### src/rtl/fifo_pkg.sv
// Shared types for the fifo unloader: drain FSM states and remaining-count width helper.
package fifo_pkg;

  typedef enum logic {
    IDLE  = 1'b0,
    DRAIN = 1'b1
  } state_e;

  // remaining must be able to hold the full DEPTH value, not just DEPTH-1.
  function automatic int rem_width(input int depth);
    return $clog2(depth + 1);
  endfunction

  localparam int DEFAULT_DEPTH = 8;
  localparam int DEFAULT_REM_W = rem_width(DEFAULT_DEPTH);

endpackage

### src/rtl/fifo_unloader.sv
// Parallel-capture, serial-drain unloader: snapshots DEPTH entries and streams them oldest-first.
// Optional q_last output is enabled by defining FIFO_UNLOADER_LAST_EN.
module fifo_unloader
  import fifo_pkg::*;
#(
  parameter int DEPTH = 8,
  parameter int BITS  = 64
) (
  input  logic                          clk,
  input  logic                          rst,
  input  logic                          load,
  output logic                          load_ready,
  input  logic [DEPTH*BITS-1:0]         d_par,
  input  logic                          flush,
  output logic [BITS-1:0]               q,
  output logic                          q_valid,
  input  logic                          q_ready,
  output logic [rem_width(DEPTH)-1:0]   remaining,
`ifdef FIFO_UNLOADER_LAST_EN
  output logic                          q_last,
`endif
  output logic                          done
);

  localparam int RW = rem_width(DEPTH);
  localparam int HW = $clog2(DEPTH);

  // Handshake: a transfer happens on a rising edge where q_valid=1 and q_ready=1;
  // q_valid never depends on q_ready, and q holds steady until the transfer.

  state_e          state_q, state_d;
  logic [HW-1:0]   head_q, head_d;
  logic [RW-1:0]   remaining_q, remaining_d;
  logic            done_q, done_d;
  logic [BITS-1:0] storage_q [DEPTH];
  logic [BITS-1:0] storage_d [DEPTH];

  always_comb begin
    state_d     = state_q;
    head_d      = head_q;
    remaining_d = remaining_q;
    done_d      = 1'b0;
    storage_d   = storage_q;
    case (state_q)
      IDLE: begin
        if (load) begin
          for (int i = 0; i < DEPTH; i++) begin
            storage_d[i] = d_par[i*BITS +: BITS];
          end
          head_d      = '0;
          remaining_d = RW'(DEPTH);
          state_d     = DRAIN;
        end
      end
      DRAIN: begin
        // flush discards a same-cycle transfer and never raises done.
        if (flush) begin
          state_d     = IDLE;
          head_d      = '0;
          remaining_d = '0;
        end else if (q_ready) begin
          if (remaining_q == RW'(1)) begin
            state_d     = IDLE;
            head_d      = '0;
            remaining_d = '0;
            done_d      = 1'b1;
          end else begin
            head_d      = head_q + 1'b1;
            remaining_d = remaining_q - 1'b1;
          end
        end
      end
      default: state_d = IDLE;
    endcase
  end

  always_ff @(posedge clk) begin
    if (rst) begin
      state_q     <= IDLE;
      head_q      <= '0;
      remaining_q <= '0;
      done_q      <= 1'b0;
      for (int i = 0; i < DEPTH; i++) begin
        storage_q[i] <= '0;
      end
    end else begin
      state_q     <= state_d;
      head_q      <= head_d;
      remaining_q <= remaining_d;
      done_q      <= done_d;
      storage_q   <= storage_d;
    end
  end

  assign q_valid    = (state_q == DRAIN);
  assign load_ready = (state_q == IDLE);
  assign q          = storage_q[head_q];
  assign remaining  = remaining_q;
  assign done       = done_q;
`ifdef FIFO_UNLOADER_LAST_EN
  assign q_last     = (state_q == DRAIN) && (remaining_q == RW'(1));
`endif

endmodule
### config.mk
export PLATFORM = sky130hd
export DESIGN_NAME = fifo_unloader
export DESIGN_NICKNAME = d
export VERILOG_FILES = /design/src/rtl/fifo_pkg.sv /design/src/rtl/fifo_unloader.sv
export SDC_FILE = /design/constraint.sdc
export NUM_CORES = 1
export LEC_CHECK = 0
export ABC_AREA = 1
export CAP_MARGIN = 0
export CORE_AREA = 2 2 230 232
export DETAILED_ROUTE_END_ITERATION = 8
export DIE_AREA = 0 0 232 234
export GPL_TIMING_DRIVEN = 0
export PLACE_DENSITY = 0.73
export SYNTH_ARGS = -nofsm -noshare
export SYNTH_HDL_FRONTEND = slang
export SYNTH_SLANG_ARGS = --single-unit
### constraint.sdc
create_clock -name clk -period 3.65 [get_ports clk]
set_input_delay 0.365 -clock clk [delete_from_list [all_inputs] [get_ports clk]]
set_output_delay 0.365 -clock clk [all_outputs]
set_load 0.02 [all_outputs]
Word level (Yosys, flattened, before mapping)
Cells that the tools add are included.
{"block": "totals", "wordCells": 43, "output_inout_bits": 71, "input_bits": 517, "ff_bits": 521}
{"block": "op_classes", "reduce_logical": 3, "bitwise": 3, "n_mux": 19, "n_addsub": 2, "n_eq_ne": 3, "order_cmp": 1}
{"op": "$bmux 64 s3", "count": 1}
{"op": "$mux 64", "count": 2}
{"op": "$mux 4", "count": 4}
{"op": "$mux 3", "count": 4}
{"op": "$pmux 4 s2", "count": 1}
{"op": "$pmux 3 s2", "count": 1}
{"op": "$mux 1", "count": 5}
{"op": "$eq 4x1->1 const B", "count": 1}
{"op": "$ge 4x4->1 const B", "count": 1}
{"op": "$not 3->4", "count": 1}
{"op": "$reduce_and 2->1", "count": 2}
{"op": "$reduce_or 4->1", "count": 1}
{"op": "$sub 4x1->4 const B", "count": 1}
{"op": "$add 3x1->3 const B", "count": 1}
{"op": "$ne 3x3->1 const B", "count": 1}
{"op": "$ne 2x2->1 const B", "count": 1}
{"op": "$not 1->1", "count": 2}
{"op": "$pmux 1 s2", "count": 1}

Logic depth before layout (Yosys ltp)
{"block": "depth", "ltp_word": 5, "mapped_depth": 9, "mapped_depth_nobuf": 7}

Worst setup path after synthesis
Ideal clock, no wire load.
{"block": "synth_path", "path_type": "flip-flop to output port", "from": "reg head_q[0]", "to": "out q[38]", "path_stages_with_launch": 9, "arrival_time_ns": 1.281, "path_buffers": 3, "setup_slack_ns": 2.004, "required_ns": 3.285, "path_cell_list": "dfxtp_1 > buf_2 > inv_2 > buf_2 > clkbuf_1 > o21ai_0 > nand2_1 > nand2_1 > nand2_1"}
{"block": "synth_between", "elab_chain_len": 4}
{"element": "start, declared", "line_no": "fifo_unloader.sv:32", "rtl": "logic [HW-1:0] head_q, head_d;"}
{"element": "start signal, assigned", "line_no": "fifo_unloader.sv:80", "rtl": "head_q <= '0;"}
{"element": "start signal, assigned", "line_no": "fifo_unloader.sv:88", "rtl": "head_q <= head_d;"}
{"element": "$not 3->4 (implied by the code)", "line_no": "fifo_unloader.sv:97", "rtl": "assign q = storage_q[head_q];"}
{"element": "$bmux 64 s3", "line_no": "fifo_unloader.sv:97"}
{"element": "$mux 64 (implied by the code) (2 in a row)", "line_no": "fifo_unloader.sv:97"}
{"element": "end, declared", "line_no": "fifo_unloader.sv:15", "rtl": "output logic [BITS-1:0] q,"}
No other way between the ends. The select of a mux whose other input is x is not followed.

Final worst setup path
{"block": "layout_path", "from": "reg head_q[0]", "to": "out q[4]"}
Same word-level chain as after synthesis.

==> results.yml <==
synth:
  synth_area_um2: 22700
  synth_top_area_share_pct: 45.9
  synth.yosys.seq_area_share_pct: 45.9
  synth.area.top_cells: "dfxtp_1 (46%), nor2_1 (25%), o21ai_0 (13%)"
  yosysUniqueCellTypes: 19
  yosys.cell_count.top_type: "nor2_1"
  synth_top_area_cell: "dfxtp_1"
  synth_top_flop_cell: "dfxtp_1"
  ys_top_cells_by_count: "nor2_1 (1542), o21ai_0 (573), dfxtp_1 (521)"
  synth-edff-count: 0
  avgSynthCellArea_um2: 6.53
  yosys_register_bits: 521
  syn_inst: 3480
  synthArstFlopShare_pct: 0
  yosys_warnings: 0
  syn_nets: 4000
critical_path:
  crit_fanout: 10
  rrSetupSlack_ps: 1670
  crit_arrival_ps: 3190
  cp-end-kind: "primary output"
  rr_startpoint: "q_valid$_SDFF_PP0_"
  crit_path_start_kind: "flop"
  reg2reg_depth: 7
  critPathRequiredTime_ps: 3280
  crit_type: "reg -> out"
  timing.rr.end: "storage_q[78]$_SDFFE_PP0P_"
drt:
  antenna_left: 0
  drtIter0Drc: 2135
  wl_um: 96100
  vias_per_cell: 5.17
  drtPass1Iterations: 5
  routed-via-count: 25200
  wire_per_inst_um: 19.7
  drc: 0
place:
  port-buffer-count: 587
  hpwl_um: 74400
  gp_congestion: 0.917
  dp_cells: 4755
clocking:
  clkTransAtPathRegs_ps: 60
  cts_setup_buffers: 0
  cts_buffers: 56
  cts_hold_buf: 0
  clkSinkCount: 521
  htree_levels: 2
  clockBufferDepth: 3
  root_buffer: "clkbuf_16"
  tritoncts: "built"
  worst_skew_pair.late_latency_ps: 620
timing:
  finalSetupViolCount: 0
  worst_pin_slew_ps: 913
  slew_viol_final: 0
  max_slew_margin_pct: 39.2
  final_hold_viol_count: 0
  min_period_ps: 3550
  period_share_pct: 97.3
  fmax_mhz: 281
  skew_ps: 20.4
  rsz0062_at_grt: "yes"
finish:
  seq_area_um2: 10400
  fillCellCount: 5171
  drive_gt1_share_pct: 5.16
  area_growth_syn_to_layout_pct: 38.0
  instances_no_fill: 4871
  nNetsFinal: 4644
  multi_input_area_um2: 11100
pwr:
  p_int_mw: 10.9
  power_frac_seq_pct: 41.3
  p_sw_share_pct: 29.7
  clockPowerShare_pct: 36.9
  p_leak_nw: 13.3
  switchingPower_mw: 4.60
  irDropWorstVdd_mv: 0.385
  total_power_mw: 15.5
  combPwrFrac_pct: 21.8
  powerDensity_nw_per_um2: 494
grt:
  grt_pass1_vias: 23400
  overflow: 0
  grt_max_degree: 15
  grt.total_usage_pct: 34.3
  grt_pass1_wl_um: 139000
  antenna_found_initial: 26
floorplan:
  core_area_um2: 52000
  floorplan.initialDensity_pct: 43.7
  die_h_um: 234
  ios: 588
  fp.dieW_um: 232
  rows: 84
  die_area_um2: 54300
worst_hold_path:
  whs_path_depth: 3
  hold_path_end: "storage_q[401]$_SDFFE_PP0P_"
  worstHoldStart: "d_par[81]"
  hold_path_class: "in -> reg"
run_status:
  status: "finished clean"
run:
  cap_violations: 0
per-stage QoR:
step | hold slack [ps] | utilization (%) | area, µm² | TNS (ps) | worst slack [ps]
3_3_place_gp | 456 | 56.6 | 29500 | 0 | 356
5_1_grt | 354 | 60.3 | 31400 | -7.19 | -3.95
3_5_place_dp | 465 | 56.6 | 29500 | 0 | 329
6_report | 347 | 60.3 | 31400 | 0 | 97.5
4_1_cts | 324 | 60.2 | 31300 | 0 | 4.92
2_1_floorplan | 434 | - | 22700 | 0 | 2000
kinds of logic (layout without fill, tap and decap cells):
| group | Yosys count | after routing | synth area share [%] |
|---|---|---|---|
| AO/OA/AOI/OAI | 775 | 775 | 17.1 |
| other | 0 | 18 | 0 |
| buffers and inverters | 283 | 968 | 5.39 |
| flip-flops | 521 | 521 | 45.9 |
| AND/OR/NAND/NOR | 1898 | 1898 | 31.5 |
| adder cells (fa/ha/maj) | 3 | 3 | 0.165 |
power by group through the flow:
| stage | Sequential, mW | Combinational, mW | Clock [mW] |
|---|---|---|---|
| after floorplan | 6.46 | 1.74 | 0 |
| after global placement | 6.50 | 3.29 | 0 |
| after detailed placement | 6.52 | 3.31 | 0 |
| after CTS | 6.40 | 3.34 | 5.76 |
| after global routing | 6.45 | 3.69 | 6.00 |
| final | 6.41 | 3.38 | 5.72 |
flip-flops by register name (all words and copies together) (netlist names):
| register | count |
|---|---|
| storage_q | 512 |
| remaining | 4 |
| head_q | 3 |
| done | 1 |
| q_valid | 1 |
layer usage:
layer / routed length [µm] / GRT usage, % / part of all wire (%)
met5: 102 / 0 / 0.11
met4: 3140 / 12.5 / 3.3
met3: 7590 / 5.22 / 7.9
met2: 44200 / 57.0 / 46
met1: 41000 / 45.3 / 43
what timing repair did:
action                     4_1_cts  5_1_grt
gates cloned                     0        0
setup endpoints to repair       13       43
gates resized for setup          9       22
how the worst max path moves through the flow:
stage / startpoint / endpoint / cells after the start
after global placement: head_q[0]$_SDFFE_PP0P_ / q[59] / 9
after CTS: head_q[0]$_SDFFE_PP0P_ / q[1] / 9
final: head_q[0]$_SDFFE_PP0P_ / q[4] / 9
after detailed placement: head_q[0]$_SDFFE_PP0P_ / q[59] / 9
after global routing: head_q[0]$_SDFFE_PP0P_ / q[23] / 9
after floorplan: head_q[0]$_SDFFE_PP0P_ / q[38] / 8
cells in the final DEF, fill, tap and decap left out, types with 2 or more instances in the layout:
cell type,count
buf_6,2
bufinv_16,2
buf_4,8
nor2_1,1542
or2_2,2
clkbuf_4,4
buf_2,103
diode_2,18
a21oi_1,5
nand3_1,13
clkbuf_1,152
ha_1,3
inv_1,11
clkbuf_16,58
clkdlybuf4s50_1,587
o21ai_0,573
dfxtp_1,521
clkinv_2,5
nand2_1,338
inv_2,3
buf_1,6
clkbuf_2,10
o21ai_1,197
clkbuf_8,15
layout make-up:
class,count,share of cell area (%)
flip-flops and latches,521,33.2
repair buffers,587,18.7
well taps,688,2.74
clock buffers,90,5.49
clock inverters,9,0.347
diodes,18,0.144
multi-input cells,2676,35.3
plain buffers,268,3.85
inverters,14,0.167
critical path, cell delays in order, from the launching register on:
cell	delay (ps)
dfxtp_1	340
buf_2	230
inv_2	80
clkbuf_4	280
clkbuf_2	240
o21ai_0	400
nand2_1	210
nand2_1	140
nand2_1	90
clkdlybuf4s50_1	540
No activity file was read; power rests on OpenSTA's default activity.
